==> config.mk <==
export PLATFORM = sky130hd
export DESIGN_NAME = seg7_scan_decoder
export DESIGN_NICKNAME = d
export VERILOG_FILES = /design/src/rtl/seg7_pkg.sv /design/src/rtl/seg7_pattern_decode.sv /design/src/rtl/seg7_scan_decoder.sv
export SDC_FILE = /design/constraint.sdc
export NUM_CORES = 1
export LEC_CHECK = 0
export ABC_AREA = 1
export BUFFER_PORTS_ARGS = -buffer_cell sky130_fd_sc_hd__buf_2
export CORE_MARGIN = 3
export CORE_UTILIZATION = 40
export CTS_CLUSTER_SIZE = 30
export DETAILED_ROUTE_END_ITERATION = 8
export HOLD_SLACK_MARGIN = 0.02
export PLACE_DENSITY = 0.6
export SYNTH_ARGS = -nofsm -noshare
export SYNTH_HDL_FRONTEND = slang
export SYNTH_SLANG_ARGS = --single-unit
==> constraint.sdc <==
create_clock -name iCLK -period 7.95 [get_ports iCLK]
set_clock_uncertainty 0.1 [all_clocks]
set_input_delay 2.385 -clock iCLK [delete_from_list [all_inputs] [get_ports iCLK]]
set_output_delay 2.385 -clock iCLK [all_outputs]
set_load 0.01 [all_outputs]
==> src/rtl/seg7_pkg.sv <==
// Shared definitions for the 7-segment readback path: the segment patterns
// driven by the display LUT (active low, {g,f,e,d,c,b,a}), the digit count
// and a one-hot test for the digit select bus.
package seg7_pkg;

  localparam int NUM_DIG = 6;

  localparam logic [6:0] SEG_0 = 7'h40;
  localparam logic [6:0] SEG_1 = 7'h79;
  localparam logic [6:0] SEG_2 = 7'h24;
  localparam logic [6:0] SEG_3 = 7'h30;
  localparam logic [6:0] SEG_4 = 7'h19;
  localparam logic [6:0] SEG_5 = 7'h12;
  localparam logic [6:0] SEG_6 = 7'h02;
  localparam logic [6:0] SEG_7 = 7'h78;
  localparam logic [6:0] SEG_8 = 7'h00;
  localparam logic [6:0] SEG_9 = 7'h18;
  localparam logic [6:0] SEG_A = 7'h08;
  localparam logic [6:0] SEG_B = 7'h03;
  localparam logic [6:0] SEG_C = 7'h46;
  localparam logic [6:0] SEG_D = 7'h21;
  localparam logic [6:0] SEG_E = 7'h06;
  localparam logic [6:0] SEG_F = 7'h0E;

  // All segments dark; never a valid digit.
  localparam logic [6:0] SEG_BLANK = 7'h7F;

  // True when exactly one digit-select line is active.
  function automatic logic onehot6(input logic [NUM_DIG-1:0] v);
    int cnt;
    cnt = 0;
    for (int i = 0; i < NUM_DIG; i++) begin
      cnt = cnt + int'(v[i]);
    end
    return (cnt == 1);
  endfunction

endpackage

==> src/rtl/seg7_pattern_decode.sv <==
// Combinational inverse of the display LUT: maps a segment pattern back to
// its hex nibble and flags anything that is not one of the sixteen glyphs.
module seg7_pattern_decode
  import seg7_pkg::*;
(
  input  logic [6:0] iSEG,
  output logic       oKNOWN,
  output logic [3:0] oHEX
);

  // Pattern lookup; unrecognised patterns (blank included) clear oKNOWN.
  always_comb begin
    oKNOWN = 1'b1;
    oHEX   = 4'h0;
    case (iSEG)
      SEG_0:   oHEX = 4'h0;
      SEG_1:   oHEX = 4'h1;
      SEG_2:   oHEX = 4'h2;
      SEG_3:   oHEX = 4'h3;
      SEG_4:   oHEX = 4'h4;
      SEG_5:   oHEX = 4'h5;
      SEG_6:   oHEX = 4'h6;
      SEG_7:   oHEX = 4'h7;
      SEG_8:   oHEX = 4'h8;
      SEG_9:   oHEX = 4'h9;
      SEG_A:   oHEX = 4'hA;
      SEG_B:   oHEX = 4'hB;
      SEG_C:   oHEX = 4'hC;
      SEG_D:   oHEX = 4'hD;
      SEG_E:   oHEX = 4'hE;
      SEG_F:   oHEX = 4'hF;
      default: oKNOWN = 1'b0;
    endcase
  end

endmodule

==> src/rtl/seg7_scan_decoder.sv <==
// Recovers the six hex digits shown on a multiplexed 7-segment panel by
// watching the shared segment lines and the one-hot digit select. Each digit
// is captured once per dwell after the bus has been steady long enough; a
// frame is published when all six slots have been filled. oSTALE flags a
// panel that has stopped producing complete frames.
module seg7_scan_decoder
  import seg7_pkg::*;
#(
  parameter int STABLE_CYCLES  = 4,
  parameter int TIMEOUT_CYCLES = 1_000_000
) (
  input  logic                   iCLK,
  input  logic                   iRST,
  input  logic [6:0]             iSEG,
  input  logic [NUM_DIG-1:0]     iDIG_SEL,
  output logic [4*NUM_DIG-1:0]   oDIG,
  output logic                   oVALID,
  output logic                   oERR,
  output logic                   oSTALE
);

  localparam int SW = $clog2(STABLE_CYCLES);
  localparam int TW = $clog2(TIMEOUT_CYCLES + 1);

  localparam logic [SW-1:0] STAB_TOP = SW'(STABLE_CYCLES - 1);
  localparam logic [SW-1:0] STAB_PRE = SW'(STABLE_CYCLES - 2);
  localparam logic [TW-1:0] TO_TOP   = TW'(TIMEOUT_CYCLES);

  // Saturating increment for the stability counter.
  function automatic logic [SW-1:0] sat_inc_stab(input logic [SW-1:0] v);
    return (v == STAB_TOP) ? v : v + 1'b1;
  endfunction

  // Saturating increment for the frame timeout counter.
  function automatic logic [TW-1:0] sat_inc_to(input logic [TW-1:0] v);
    return (v == TO_TOP) ? v : v + 1'b1;
  endfunction

  // p0/p1: two-flop synchroniser, p1 is the first usable sample.
  // p2: previous synchronised sample, for the stability comparison.
  logic [6:0]         seg_p0, seg_p1, seg_p2;
  logic [NUM_DIG-1:0] sel_p0, sel_p1, sel_p2;

  logic [SW-1:0]        stab_cnt;
  logic                 stable;
  logic                 capture;
  logic                 known;
  logic [3:0]           hex;
  logic [NUM_DIG-1:0]   mask;
  logic [NUM_DIG-1:0]   mask_next;
  logic [4*NUM_DIG-1:0] shadow;
  logic [4*NUM_DIG-1:0] merged;
  logic                 frame_done;
  logic [TW-1:0]        to_cnt;
  logic [TW-1:0]        to_next;

  // Synchronise the asynchronous panel lines and keep one sample of history.
  always_ff @(posedge iCLK or posedge iRST) begin
    if (iRST) begin
      seg_p0 <= '0;
      seg_p1 <= '0;
      seg_p2 <= '0;
      sel_p0 <= '0;
      sel_p1 <= '0;
      sel_p2 <= '0;
    end else begin
      seg_p0 <= iSEG;
      seg_p1 <= seg_p0;
      seg_p2 <= seg_p1;
      sel_p0 <= iDIG_SEL;
      sel_p1 <= sel_p0;
      sel_p2 <= sel_p1;
    end
  end

  // A sample counts toward a dwell only when nothing moved and a single digit is selected.
  always_comb begin
    stable  = (seg_p1 == seg_p2) && (sel_p1 == sel_p2) && onehot6(sel_p1);
    capture = stable && (stab_cnt == STAB_PRE);
  end

  // Stability counter; saturation keeps a long dwell from capturing twice.
  always_ff @(posedge iCLK or posedge iRST) begin
    if (iRST) begin
      stab_cnt <= '0;
    end else if (!stable) begin
      stab_cnt <= '0;
    end else begin
      stab_cnt <= sat_inc_stab(stab_cnt);
    end
  end

  seg7_pattern_decode u_decode (
    .iSEG   (seg_p1),
    .oKNOWN (known),
    .oHEX   (hex)
  );

  // Shadow with the digit being captured merged in, and the resulting frame status.
  always_comb begin
    merged = shadow;
    for (int i = 0; i < NUM_DIG; i++) begin
      if (sel_p1[i]) begin
        merged[i*4 +: 4] = hex;
      end
    end
    mask_next  = mask | sel_p1;
    frame_done = capture && known && (mask_next == {NUM_DIG{1'b1}});
  end

  // Capture into the shadow, publish full frames and flag unknown glyphs.
  always_ff @(posedge iCLK or posedge iRST) begin
    if (iRST) begin
      shadow <= '0;
      mask   <= '0;
      oDIG   <= '0;
      oVALID <= 1'b0;
      oERR   <= 1'b0;
    end else begin
      oVALID <= frame_done;
      oERR   <= capture && !known;
      if (capture && known) begin
        shadow <= merged;
        if (frame_done) begin
          oDIG <= merged;
          mask <= '0;
        end else begin
          mask <= mask_next;
        end
      end
    end
  end

  // A completed frame restarts the timeout even if it has already expired.
  always_comb begin
    to_next = frame_done ? '0 : sat_inc_to(to_cnt);
  end

  // Timeout counter with oSTALE registered alongside it.
  always_ff @(posedge iCLK or posedge iRST) begin
    if (iRST) begin
      to_cnt <= '0;
      oSTALE <= 1'b0;
    end else begin
      to_cnt <= to_next;
      oSTALE <= (to_next == TO_TOP);
    end
  end

endmodule
==> results.tsv <==
metric	value	unit
ys_warn_count	0	
drt_iter0_markers	226	
worst_pin_slew	0.765	ns
cts_resized	0	
nFillCells	1296	
core_area	13400	sq um
post_dp_cell_area	5910	sq um
ys_types	36	
drc_errors	0	
use_met3	4.13	%
grt-ovfl-total	0	
antenna_found_initial	0	
finalNetCount	712	
cp_common_cell	fa_1	
synth_compound_area_share	9.31	%
vias_per_cell	4.78	
worstHoldStart	seg_p0[6]	
finalMaxSlewViolations	0	
outcome	complete, no violations	
grtUsageMet1	22.1	%
met2_usage	25.8	%
htreeDepth	4	
path_clk_slew	0.05	ns
diodes	0	
grt_max_degree	62	
maxSlewHeadroom	49.0	%
clk_path_buf_depth	2	
syn2layout_area_growth	16.3	%
synthFlopType	dfrtp_1	
grt_pass1_vias	3968	
ys_seq_area_share	53.3	%
wl_per_cell	13.2	microns
min_delay_path_depth	0	
cp_cell_sequence	inv_2, fa_1, fa_1, inv_1, ha_1, fa_1, nand3b_1, nor2_1, nand2_1, nor2_1, nand2_2, nor2_8, nand3_4, inv_4, nand2_1, o21a_1	
cts_made_buffers	17	
first_pass_iters	4	
slowest_delay	0.52	ns
wl	11600	microns
cp-end-kind	register	
synthArstFlopShare	100	%
reg2reg_from	sel_p1[3]	
synth_xor_area_share	2.21	%
grt_pass1_wl	19400	microns
regArea	2950	sq um
leakage	3.36	nW
yosys.area_share.adder	2.21	%
avgSynthCellArea	8.70	sq um
min_delay_worst_endpoint	seg_p1[6]	
insertion_delay	0.41	ns
dieArea	15300	sq um
ys_ff_latch	118	
timing.fmax	0.230	GHz
ios	42	
place_congestion	0.945	
r2r_end	oDIG[14]	
cts_num_sinks	118	
vias	4179	
cpMaxStageDelayCell	inv_4	
cts-root-buf	clkbuf_16	
top_usage_layer	met2	
power_density	211	nW/um^2
syn_inst	637	
regToRegSetupSlack	3.60	ns
hpwl	8140	microns
hold_class	reg -> reg	
fp-row-count	42	
die_y	124	microns
start_kind	register	
critPathArrivalTime	4.54	ns
syn_area	5540	sq um
cts_tree	done	
fin_tns_setup	0	ns
post_cts_buffers	0	
ant_nets	0	
die_w	124	microns
synth.area.mux_share	1.63	%
start_util	41.3	%
critPathKind	reg -> reg	
port_buffers	41	
max-vdd-ir-drop	0.132	mV
synth_nets	660	
synth_edf_count	0	
finalSetupViolCount	0	
multiInputGateArea	2180	sq um
drive_gt1_share	13.9	%
fin_crit_sh	54.7	%
synth_top_family_by_area	simple AND/OR/NAND/NOR gates	
rsz0062_at_grt	no	
finalHoldViolCount	0	
reg2reg_depth	16	
layout_min_cycle_time	4.35	ns
maxCapViolations	0	
stdcell_area	6440	sq um
track_usage	16.5	%
required	8.14	ns
cts_hold_buf	0	
synth-simple-area-share	23.9	%
worstPathMaxFanout	43	
[worst max-delay path: cells and delay by family (launching register included)]
kind	cells	cell delay, ns
adder cells (fa/ha/maj)	4	1.57
flip-flops	1	0.42
buffers and inverters	3	0.74
AND/OR/NAND/NOR	8	1.23
AO/OA/AOI/OAI	1	0.13
[logic make-up after synthesis]
family,after synthesis
adder cells (fa/ha/maj),8
flip-flops,118
AO/OA/AOI/OAI,78
AND/OR/NAND/NOR,310
multiplexers,9
buffers and inverters,100
XOR/XNOR,14
[state kept, by name, summed over array words and instances (netlist names)]
register / flops
sel_p0: 6
mask: 6
stab_cnt: 2
sel_p2: 6
seg_p0: 7
oSTALE: 1
seg_p1: 7
sel_p1: 6
oERR: 1
to_cnt: 20
seg_p2: 7
shadow: 24
oDIG: 24
oVALID: 1
[worst max-delay path by stage]
stage	slack (ns)	to	from
3_3_place_gp	3.74	oDIG[4]	sel_p1[3]
5_1_grt	3.31	oDIG[14]	sel_p1[0]
3_5_place_dp	3.59	oDIG[14]	sel_p1[0]
2_1_floorplan	2.34	mask[0]	iRST
6_report	3.60	oDIG[14]	sel_p1[3]
4_1_cts	3.53	oDIG[14]	sel_p1[0]
[cell usage in the layout (no fill, tap or decap), types with 10 or more instances in the layout]
cell	netlist	routed
a21oi_1	15	15
xor2_1	10	10
o21ai_0	29	29
inv_2	10	10
nand2_1	175	175
buf_2	5	41
nand3_1	25	25
clkbuf_16	0	17
nor2_1	73	73
dfrtp_1	118	118
nor3_1	11	11
inv_1	80	79
o21a_1	23	23
[report_power, final]
| part | total (W) | leakage, nW | internal [W] | switching, W |
|---|---|---|---|---|
| logic | 0.0000554 | 1.55 | 0.0000166 | 0.0000387 |
| registers | 0.000621 | 1.54 | 0.000612 | 0.00000895 |
| clock network | 0.000686 | 0.266 | 0.000446 | 0.000240 |
[layout make-up]
cell class | instances | area share, %
Inverter | 91 | 5.38
Clock inverter | 5 | 0.777
Multi-Input combinational cell | 419 | 33.8
Clock buffer | 24 | 7.48
Tap cell | 176 | 3.42
Sequential cell | 118 | 45.9
Timing Repair Buffer | 42 | 3.30
[synth_stat cells, types with 4 or more instances]
| cell type | instances | area share [%] |
|---|---|---|
| nor2_2 | 4 | 0.45 |
| xnor2_1 | 4 | 0.63 |
| buf_2 | 5 | 0.45 |
| ha_1 | 5 | 1.1 |
| nor3_1 | 11 | 0.99 |
| inv_2 | 10 | 0.68 |
| nand3b_1 | 4 | 0.54 |
| o21ai_0 | 29 | 2.6 |
| mux2i_1 | 9 | 1.6 |
| a2bb2oi_2 | 6 | 1.6 |
| nor2_1 | 73 | 4.9 |
| dfrtp_1 | 118 | 53 |
| nand4_1 | 5 | 0.56 |
| o21a_1 | 23 | 3.1 |
| a21oi_1 | 15 | 1.4 |
| xor2_1 | 10 | 1.6 |
| nand3_1 | 25 | 2.3 |
| inv_1 | 80 | 5.4 |
| nand2_1 | 175 | 12 |
[metrics by stage]
step | instances | hold WS [ns] | total power, W | worst slack (ns) | utilization (%)
finish | 875 | 0.244 | 0.00136 | 3.60 | 48.1
CTS | 875 | 0.247 | 0.00138 | 3.53 | 48.1
global route | 875 | 0.250 | 0.00142 | 3.31 | 48.1
floorplan | 637 | 0.231 | 0.000667 | 2.34 | -
detailed placement | 846 | 0.236 | 0.000688 | 3.59 | 44.1
global placement | 846 | 0.236 | 0.000686 | 3.74 | 44.1
[layer usage]
layer | vias to the layer above | routed length [microns] | share of wire (%)
met5 | - | 0 | 0
met4 | 0 | 182 | 1.6
met3 | 19 | 376 | 3.2
met2 | 73 | 5490 | 47
met1 | 1990 | 5530 | 48
li1 | 2097 | - | -
Power figures use the tool's default switching activity.
